==> src/rtl/pipe_hazard_ctrl_if.sv <==
// Purpose : hazard-controller bundle: ID/EX/MEM decode fields in, stall/flush controls out.
// Latency : pure wires; the controller drives the outputs combinationally from these inputs.
// Backpres: none; ext_stall is carried here as the front-end freeze request.
// Ports   : master = pipeline datapath side, slave = pipe_hazard_ctrl side.
interface pipe_hazard_ctrl_if #(
  parameter int REG_AW = 5,
  parameter int PERF_W = 32
);
  // ID stage
  logic [REG_AW-1:0] id_rs;
  logic [REG_AW-1:0] id_rt;
  logic              id_uses_rs;
  logic              id_uses_rt;
  logic              id_is_branch;
  logic              id_is_jump;
  logic              branch_taken;
  // EX stage
  logic              ex_mem_read;
  logic              ex_reg_write;
  logic [REG_AW-1:0] ex_rd;
  // MEM stage
  logic              mem_mem_read;
  logic [REG_AW-1:0] mem_rd;
  // memory-system wait
  logic              ext_stall;
  // controls back to the pipeline
  logic              hazard;
  logic              branch_bubble;
  logic              idex_bubble;
  logic              if_flush;
  logic              pc_write;
  logic [PERF_W-1:0] stall_cycles;
  logic [PERF_W-1:0] flush_count;

  modport master (
    output id_rs, id_rt, id_uses_rs, id_uses_rt, id_is_branch, id_is_jump, branch_taken,
    output ex_mem_read, ex_reg_write, ex_rd, mem_mem_read, mem_rd, ext_stall,
    input  hazard, branch_bubble, idex_bubble, if_flush, pc_write, stall_cycles, flush_count
  );

  modport slave (
    input  id_rs, id_rt, id_uses_rs, id_uses_rt, id_is_branch, id_is_jump, branch_taken,
    input  ex_mem_read, ex_reg_write, ex_rd, mem_mem_read, mem_rd, ext_stall,
    output hazard, branch_bubble, idex_bubble, if_flush, pc_write, stall_cycles, flush_count
  );
endinterface

==> src/rtl/pipe_hazard_ctrl.sv <==
// Purpose : stall/flush controller for the 5-stage pipeline (load-use hold, branch operand
//           wait bubbles, taken-branch/jump flush, PC write-enable, ID/EX bubble).
// Latency : all controls are combinational from the current inputs and the RUN/BWAIT state.
// Backpres: ext_stall overrides everything: front end held, FSM and countdown frozen.
// Ports   : clk, rst (synchronous, active-high); bus = pipe_hazard_ctrl_if.slave.
// Option  : define HAZ_PERF_CNT_EN to build the saturating stall_cycles/flush_count
//           counters; otherwise both outputs are tied to zero and no counter flops exist.
module pipe_hazard_ctrl #(
  parameter int REG_AW  = 5,
  parameter int MAX_BUB = 2,
  parameter int PERF_W  = 32
) (
  input  logic             clk,
  input  logic             rst,
  pipe_hazard_ctrl_if.slave bus
);

  localparam int CNT_W = $clog2(MAX_BUB + 1);
  localparam logic [CNT_W-1:0] NEED_ONE = CNT_W'(1);
  // A load in EX needs two cycles before its data can be compared in ID; clamp to MAX_BUB
  // so the countdown can never exceed MAX_BUB-1.
  localparam logic [CNT_W-1:0] NEED_LD  = CNT_W'((MAX_BUB < 2) ? MAX_BUB : 2);

  typedef enum logic [1:0] {
    RUN   = 2'd0,
    BWAIT = 2'd1
  } state_t;

  state_t           state, state_n;
  logic [CNT_W-1:0] bcnt, bcnt_n;

  logic             hazard_c, bbub_c, idexb_c, flush_c;
  logic             m_ex, m_mem, load_use;
  logic [CNT_W-1:0] need;

  // Register zero is never a real dependency, and an unused source field is ignored.
  function automatic logic reg_match(input logic [REG_AW-1:0] src,
                                     input logic              uses,
                                     input logic [REG_AW-1:0] dst);
    return uses && (src != '0) && (src == dst);
  endfunction

  assign m_ex  = reg_match(bus.id_rs, bus.id_uses_rs, bus.ex_rd) ||
                 reg_match(bus.id_rt, bus.id_uses_rt, bus.ex_rd);
  assign m_mem = reg_match(bus.id_rs, bus.id_uses_rs, bus.mem_rd) ||
                 reg_match(bus.id_rt, bus.id_uses_rt, bus.mem_rd);

  // Branches are excluded: they consume operands in ID and get the longer branch wait.
  assign load_use = bus.ex_mem_read && m_ex && !bus.id_is_branch;

  // Cycles a branch in ID must wait for its operands to become forwardable into ID.
  always_comb begin
    need = '0;
    if (bus.ex_mem_read && m_ex) begin
      need = NEED_LD;
    end else if ((bus.ex_reg_write && m_ex) || (bus.mem_mem_read && m_mem)) begin
      need = NEED_ONE;
    end
  end

  always_comb begin
    state_n  = state;
    bcnt_n   = bcnt;
    hazard_c = 1'b0;
    bbub_c   = 1'b0;
    idexb_c  = 1'b0;
    flush_c  = 1'b0;
    if (bus.ext_stall) begin
      // Whole front end frozen; ID/EX keeps flowing so the memory op can complete.
      hazard_c = 1'b1;
    end else begin
      case (state)
        RUN: begin
          if (load_use) begin
            hazard_c = 1'b1;
            idexb_c  = 1'b1;
          end else if (bus.id_is_branch && (need != '0)) begin
            bbub_c  = 1'b1;
            idexb_c = 1'b1;
            // A single-cycle wait stays in RUN and simply re-evaluates next cycle.
            if (need > NEED_ONE) begin
              state_n = BWAIT;
              bcnt_n  = need - NEED_ONE;
            end
          end else begin
            flush_c = (bus.id_is_branch && bus.branch_taken) || bus.id_is_jump;
          end
        end
        BWAIT: begin
          // Inputs are deliberately not looked at: the wait length was fixed on entry.
          bbub_c  = 1'b1;
          idexb_c = 1'b1;
          if (bcnt <= NEED_ONE) begin
            state_n = RUN;
            bcnt_n  = '0;
          end else begin
            bcnt_n = bcnt - NEED_ONE;
          end
        end
        default: begin
          state_n = RUN;
          bcnt_n  = '0;
        end
      endcase
    end
  end

  always_ff @(posedge clk) begin
    if (rst) begin
      state <= RUN;
      bcnt  <= '0;
    end else begin
      state <= state_n;
      bcnt  <= bcnt_n;
    end
  end

  assign bus.hazard        = hazard_c;
  assign bus.branch_bubble = bbub_c;
  assign bus.idex_bubble   = idexb_c;
  assign bus.if_flush      = flush_c;
  assign bus.pc_write      = !(hazard_c || bbub_c);

`ifdef HAZ_PERF_CNT_EN
  logic [PERF_W-1:0] stall_q, flush_q;

  always_ff @(posedge clk) begin
    if (rst) begin
      stall_q <= '0;
      flush_q <= '0;
    end else begin
      if ((hazard_c || bbub_c) && (stall_q != {PERF_W{1'b1}})) begin
        stall_q <= stall_q + 1'b1;
      end
      if (flush_c && (flush_q != {PERF_W{1'b1}})) begin
        flush_q <= flush_q + 1'b1;
      end
    end
  end

  assign bus.stall_cycles = stall_q;
  assign bus.flush_count  = flush_q;
`else
  assign bus.stall_cycles = {PERF_W{1'b0}};
  assign bus.flush_count  = {PERF_W{1'b0}};
`endif

endmodule

==> src/flat_wrapper.sv <==
// flat-port wrapper written by rule: the top's interface ports become plain ports
module pipe_hazard_ctrl_flat 
#(
  parameter int REG_AW  = 5,
  parameter int MAX_BUB = 2,
  parameter int PERF_W  = 32
)
  (clk, rst, bus_id_rs, bus_id_rt, bus_id_uses_rs, bus_id_uses_rt, bus_id_is_branch, bus_id_is_jump, bus_branch_taken, bus_ex_mem_read, bus_ex_reg_write, bus_ex_rd, bus_mem_mem_read, bus_mem_rd, bus_ext_stall, bus_hazard, bus_branch_bubble, bus_idex_bubble, bus_if_flush, bus_pc_write, bus_stall_cycles, bus_flush_count);
  pipe_hazard_ctrl_if #(.REG_AW(REG_AW), .PERF_W(PERF_W)) bus_i ();
  input  logic clk;
  input  logic rst;
  input wire logic [$bits(bus_i.id_rs)-1:0] bus_id_rs;
  input wire logic [$bits(bus_i.id_rt)-1:0] bus_id_rt;
  input wire logic [$bits(bus_i.id_uses_rs)-1:0] bus_id_uses_rs;
  input wire logic [$bits(bus_i.id_uses_rt)-1:0] bus_id_uses_rt;
  input wire logic [$bits(bus_i.id_is_branch)-1:0] bus_id_is_branch;
  input wire logic [$bits(bus_i.id_is_jump)-1:0] bus_id_is_jump;
  input wire logic [$bits(bus_i.branch_taken)-1:0] bus_branch_taken;
  input wire logic [$bits(bus_i.ex_mem_read)-1:0] bus_ex_mem_read;
  input wire logic [$bits(bus_i.ex_reg_write)-1:0] bus_ex_reg_write;
  input wire logic [$bits(bus_i.ex_rd)-1:0] bus_ex_rd;
  input wire logic [$bits(bus_i.mem_mem_read)-1:0] bus_mem_mem_read;
  input wire logic [$bits(bus_i.mem_rd)-1:0] bus_mem_rd;
  input wire logic [$bits(bus_i.ext_stall)-1:0] bus_ext_stall;
  output wire logic [$bits(bus_i.hazard)-1:0] bus_hazard;
  output wire logic [$bits(bus_i.branch_bubble)-1:0] bus_branch_bubble;
  output wire logic [$bits(bus_i.idex_bubble)-1:0] bus_idex_bubble;
  output wire logic [$bits(bus_i.if_flush)-1:0] bus_if_flush;
  output wire logic [$bits(bus_i.pc_write)-1:0] bus_pc_write;
  output wire logic [$bits(bus_i.stall_cycles)-1:0] bus_stall_cycles;
  output wire logic [$bits(bus_i.flush_count)-1:0] bus_flush_count;
  assign bus_i.id_rs = bus_id_rs;
  assign bus_i.id_rt = bus_id_rt;
  assign bus_i.id_uses_rs = bus_id_uses_rs;
  assign bus_i.id_uses_rt = bus_id_uses_rt;
  assign bus_i.id_is_branch = bus_id_is_branch;
  assign bus_i.id_is_jump = bus_id_is_jump;
  assign bus_i.branch_taken = bus_branch_taken;
  assign bus_i.ex_mem_read = bus_ex_mem_read;
  assign bus_i.ex_reg_write = bus_ex_reg_write;
  assign bus_i.ex_rd = bus_ex_rd;
  assign bus_i.mem_mem_read = bus_mem_mem_read;
  assign bus_i.mem_rd = bus_mem_rd;
  assign bus_i.ext_stall = bus_ext_stall;
  assign bus_hazard = bus_i.hazard;
  assign bus_branch_bubble = bus_i.branch_bubble;
  assign bus_idex_bubble = bus_i.idex_bubble;
  assign bus_if_flush = bus_i.if_flush;
  assign bus_pc_write = bus_i.pc_write;
  assign bus_stall_cycles = bus_i.stall_cycles;
  assign bus_flush_count = bus_i.flush_count;
  pipe_hazard_ctrl #(.REG_AW(REG_AW), .MAX_BUB(MAX_BUB), .PERF_W(PERF_W)) u_core (.clk(clk), .rst(rst), .bus(bus_i));
endmodule
==> config.mk <==
export PLATFORM = sky130hd
export DESIGN_NAME = pipe_hazard_ctrl_flat
export DESIGN_NICKNAME = d
export VERILOG_FILES = /design/src/rtl/pipe_hazard_ctrl_if.sv /design/src/rtl/pipe_hazard_ctrl.sv /design/src/flat_wrapper.sv
export SDC_FILE = /design/constraint.sdc
export NUM_CORES = 1
export LEC_CHECK = 0
export CORE_MARGIN = 3
export CORE_UTILIZATION = 32
export CTS_CLUSTER_SIZE = 8
export DETAILED_ROUTE_END_ITERATION = 12
export PLACE_DENSITY = 0.95
export RECOVER_POWER = 100
export SYNTH_ARGS = -nofsm -noshare
export SYNTH_HDL_FRONTEND = slang
export SYNTH_SLANG_ARGS = --single-unit
==> constraint.sdc <==
create_clock -name clk -period 7.08 [get_ports clk]
set_clock_uncertainty 0.15 [all_clocks]
set_input_delay 2.124 -clock clk [delete_from_list [all_inputs] [get_ports clk]]
set_output_delay 2.124 -clock clk [all_outputs]
set_load 0.05 [all_outputs]
* Yosys cells after proc, flatten, opt, wreduce, memory -nomap -nowiden
Cells that the tools add are included.
Storage, ports and cells: word-level logic and storage cells 67, input bits 31, register bits 4, output and inout port bits 69
Operators by class: muxes and demuxes 26, add/subtract/negate cells 2, equality and inequality tests 9, order comparisons 2, bitwise logic cells 1, reduce and logical (&&, ||, !) cells 25
Operators with widths (number):
- $eq A5 B5 Y1 | 4
- $mux W2 | 9
- $mux W1 | 13
- $logic_and A1 B1 Y1 | 12
- $reduce_bool A5 Y1 | 2
- $pmux W2 S2 | 2
- $ne A2 B1 Y1 const B | 3
- $logic_or A1 B1 Y1 | 5
- $reduce_and A5 Y1 | 1
- $pmux W1 S2 | 2
- $reduce_and A4 Y1 | 1
- $sub A2 B1 Y2 const B | 2
- $eq A2 B1 Y1 const B | 1
- $gt A2 B1 Y1 const B | 1
- $le A2 B1 Y1 const B | 1
- $logic_not A1 Y1 | 2
- $logic_not A2 Y1 | 1
- $ne A2 B2 Y1 const B | 1
- $reduce_bool A2 Y1 | 1
- $not A1 Y1 | 1

* Longest topological paths before layout
depth after elaboration 16, mapped depth 6, mapped depth without buffers 6

* Worst setup path before layout
No wires, ideal clock.
kind in2out, start input bus_id_rs[2], end output bus_if_flush, arrival time 4321 ps, stages 6, path buffers 0, required time 4806 ps, setup slack 485 ps, cell sequence or4_1 > o21ai_1 > nor4_2 > o21ai_0 > nand2_1 > a211oi_1
Between the ends: cells in the longest elaborated chain, start to end 14, elaborated cells between the ends (all ways) 21
RTL lines:
- start: declaration | RTL line flat_wrapper.sv:12 | input wire logic [$bits(bus_i.id_rs)-1:0] bus_id_rs;
- $reduce_bool A5 Y1 | RTL line pipe_hazard_ctrl.sv:40 | return uses && (src != '0) && (src == dst);
- $logic_and A1 B1 Y1 (2 in series) | RTL line pipe_hazard_ctrl.sv:40
- $logic_or A1 B1 Y1, on equally long branches | RTL line pipe_hazard_ctrl.sv:43, pipe_hazard_ctrl.sv:45
- $logic_and A1 B1 Y1 | RTL line pipe_hazard_ctrl.sv:56 | end else if ((bus.ex_reg_write && m_ex) || (bus.mem_mem_read && m_mem)) begin
- $logic_or A1 B1 Y1 | RTL line pipe_hazard_ctrl.sv:56
- $mux W1 | RTL line pipe_hazard_ctrl.sv:56
- $mux W2 | RTL line pipe_hazard_ctrl.sv:54 | if (bus.ex_mem_read && m_ex) begin
- $reduce_bool A2 Y1 | RTL line pipe_hazard_ctrl.sv:77 | end else if (bus.id_is_branch && (need != '0)) begin
- $logic_and A1 B1 Y1 | RTL line pipe_hazard_ctrl.sv:77
- $mux W1 | RTL line pipe_hazard_ctrl.sv:77
- $mux W1 (*) | RTL line pipe_hazard_ctrl.sv:74 | if (load_use) begin
- $mux W1 (*) | RTL line pipe_hazard_ctrl.sv:72 | case (state)
- $mux W1 (*) | RTL line pipe_hazard_ctrl.sv:68 | if (bus.ext_stall) begin
- end: declaration | RTL line flat_wrapper.sv:28 | output wire logic [$bits(bus_i.if_flush)-1:0] bus_if_flush;
Every way passes the cells marked *; elsewhere a longest branch is shown, timed or not.

* Final worst setup path
start input bus_id_rs[4], end output bus_branch_bubble
Between the ends: cells in the longest elaborated chain, start to end 14, elaborated cells between the ends (all ways) 21
RTL lines:
- $reduce_bool A5 Y1 | RTL line pipe_hazard_ctrl.sv:40
- $logic_and A1 B1 Y1 (2 in series) | RTL line pipe_hazard_ctrl.sv:40
- $logic_or A1 B1 Y1, on equally long branches | RTL line pipe_hazard_ctrl.sv:43, pipe_hazard_ctrl.sv:45
- $logic_and A1 B1 Y1 | RTL line pipe_hazard_ctrl.sv:56
- $logic_or A1 B1 Y1 | RTL line pipe_hazard_ctrl.sv:56
- $mux W1 | RTL line pipe_hazard_ctrl.sv:56
- $mux W2 | RTL line pipe_hazard_ctrl.sv:54
- $reduce_bool A2 Y1 | RTL line pipe_hazard_ctrl.sv:77
- $logic_and A1 B1 Y1 | RTL line pipe_hazard_ctrl.sv:77
- $mux W1 | RTL line pipe_hazard_ctrl.sv:77
- $mux W1 (*) | RTL line pipe_hazard_ctrl.sv:74
- $pmux W1 S2 (*) | RTL line pipe_hazard_ctrl.sv:72
- $mux W1 (*) | RTL line pipe_hazard_ctrl.sv:68
- end: declaration | RTL line flat_wrapper.sv:26 | output wire logic [$bits(bus_i.branch_bubble)-1:0] bus_branch_bubble;
Marked as above.

==> impl_metrics.csv <==
group,metric,value,unit
job,max_cap_violations,0,
clock_network,cts_sinks,3,
routing,firstDrtPassIters,4,
power_and_ir_drop,leakagePower,0.5324,nW
run_status,status,"complete, no violations",
power_and_ir_drop,powerDensity,140.8,nW/um^2
synth,yosys.area.top_type_share,0.4794,
timing,tightest_slew,702.9,ps
routing,drtAntennaViolNets,0,
clock_network,clk_pin_slew,30,ps
timing,final-max-slew-violation-count,0,
grt,grt_pass1_vias,735,
grt,grt_start_max_net_pins,11,
grt,grt_first_pass_wirelength,2911,um
timing,setup_viol,0,
place,dp.cells,206,
synth,synth-seq-area-share,0.05993,
synth,syn_area_per_cell,7.650,sq um
routing,wire_per_inst,9.929,um
clock_network,cts-resized-gates,0,
final_layout,layout_commonest_cell,"conb_1",
timing,rsz0062_at_grt,"no",
final_layout,antenna_cells,0,
routing,vias_per_cell,3.871,
timing,post-route-min-period,6693,ps
power_and_ir_drop,irDropWorstVdd,54.96,uV
place,gp_congestion,0.7675,
final_layout,layout.nets,200,
grt,antenna_found_initial,0,
die,die_y,61.97,um
synth,synth-seq-cells,3,
routing,first_iter_violations,13,
timing,tns,0,ps
clock_network,cts.htree.levels,1,
setup_path,cp-start-kind,"input pin",
timing,whs,355.6,ps
die,die_x,61.97,um
setup_path,crit_chain,"clkdlybuf4s50_1 > or4_1 > o21ai_0 > nor4_1 > o22ai_1 > a31oi_1 > nor2b_1 > buf_12",
setup_path,crit_type,"input pin to output port",
clock_network,postCtsSetupBuffers,0,
clock_network,cts_made_buffers,3,
timing,finalHoldViolations,0,
final_layout,final_cell_count_no_fill,210,
die,initial_utilization,0.3484,
setup_path,slowest_delay,650,ps
die,core,2877,sq um
routing,drc,0,
power_and_ir_drop,power,0.1684,mW
clock_network,cts_buffer_depth,2,
setup_path,crit_slowest_cell,"nor4_1",
synth,synth.distinct_cells,29,
place,io_buffers,35,
clock_network,tritoncts,"yes",
die,io_pins,100,
grt,grt_overflow,0,
synth,yosysWarnings,0,
routing,vias,813,
setup_path,crit_fanout,4,
place,place_hpwl,1911,um
clock_network,insertion_delay,230,ps
routing,routed_wl,2085,um
timing,clock.fmax,149.4,MHz
die,die_area,3840,sq um
synth,synth_area,1002,sq um
synth,synth_area_leaders,"buf_4, xor2_1, xnor2_1",
synth,syn_inst,131,
grt,track_usage,0.1001,
timing,period_share,0.9453,
clock_network,cts_root_buffer,"clkbuf_4",
final_layout,layout-drive-gt1-share,0.08929,
final_layout,final_cell_mix,"conb_1, clkdlybuf4s50_1, xor2_1",
clock_network,cts_hold_buf,0,
timing,relSlewSlack,0.5271,
min_path,hp-class,"register to register",
setup_path,arrival,4420,ps
final_layout,area_growth,19.35,%
setup_path,cp_data_required_time,4810,ps
synth,synth.largest_area_cell,"buf_4",
die,rows,19,
setup_path,critPathCaptureType,"output port",
[cell families (layout without fill, tap and decap cells)]
group           after synthesis  count (layout)  synth area share
other cells                   1              64          0.003742
xor+xnor                     20              20            0.1748
buf+inv                      69              43            0.4994
simple gates                 18              18            0.1148
flops                         3               3           0.05993
compound gates               20              20            0.1473
[cells in the mapped netlist]
master and number:
a211oi_1 1, a211oi_2 1, a21o_1 1, a21oi_1 2, a21oi_2 1, a31oi_1 2
buf_2 1, buf_4 64, conb_1 1, dfxtp_1 3, inv_1 4, nand2_1 1
nand3_1 4, nor2_1 4, nor2b_1 2, nor4_1 2, nor4_2 2, o211ai_2 1
o21ai_0 5, o21ai_1 1, o21ai_2 1, o221a_2 1, o22a_2 1, o22ai_1 1
o311a_1 1, or3_4 1, or4_1 2, xnor2_1 8, xor2_1 12
[final timing paths]
| check | from | to | slack (ps) | cells past startpoint |
|---|---|---|---|---|
| worst max-delay path | bus_id_rs[4] | bus_branch_bubble | 390 | 8 |
| worst min-delay path | u_core.bcnt[0]$_SDFFE_PP0P_ | u_core.bcnt[0]$_SDFFE_PP0P_ | 360 | 2 |
| worst max register to register | u_core.state[0]$_SDFFE_PP0P_ | u_core.bcnt[1]$_SDFFE_PP0P_ | 5950 | 2 |
| worst min register to register | u_core.bcnt[0]$_SDFFE_PP0P_ | u_core.bcnt[0]$_SDFFE_PP0P_ | 360 | 2 |
[state kept, by name (all words and copies together), names as in the netlist]
| register | flops |
|---|---|
| u_core.state | 1 |
| u_core.bcnt | 2 |
[critical path, delay by kind of cell]
kind	cells	cell delay, ps
and+or+nand+nor	3	1080
buffers and inverters	2	720
AOI/OAI and AO/OA	3	500
[through the flow]
stage	setup slack (ps)	instance area, sq um	utilization
after floorplan	485.4	1239	-
after global placement	569.9	1181	0.4106
after detailed placement	515.7	1181	0.4106
after CTS	519.3	1207	0.4197
after global routing	244.7	1196	0.4158
final	387.0	1196	0.4158
[power breakdown]
group	switching (mW)	total [mW]	internal, mW
sequential	0.0000509	0.0171	0.0171
clock	0.00785	0.0289	0.0211
combinational	0.0954	0.122	0.0270
total	0.103	0.168	0.0652
[final cells by class]
cell class,instances,area (sq um)
timing repair buffer,35,375.4
clock buffer,4,26.28
fill,288,1680
sequential,3,60.06
inverter,4,15.01
tap,42,52.55
multi-input combinational,122,666.9
[metal layers]
metal	track usage	part of all wire	vias up
met2	0.1953	0.52	62
met4	0.05152	0.012	0
met5	0	0	-
li1	-	-	382
met1	0.09914	0.35	365
met3	0.01653	0.12	4
Note: power is estimated with default switching activity, not from simulation.
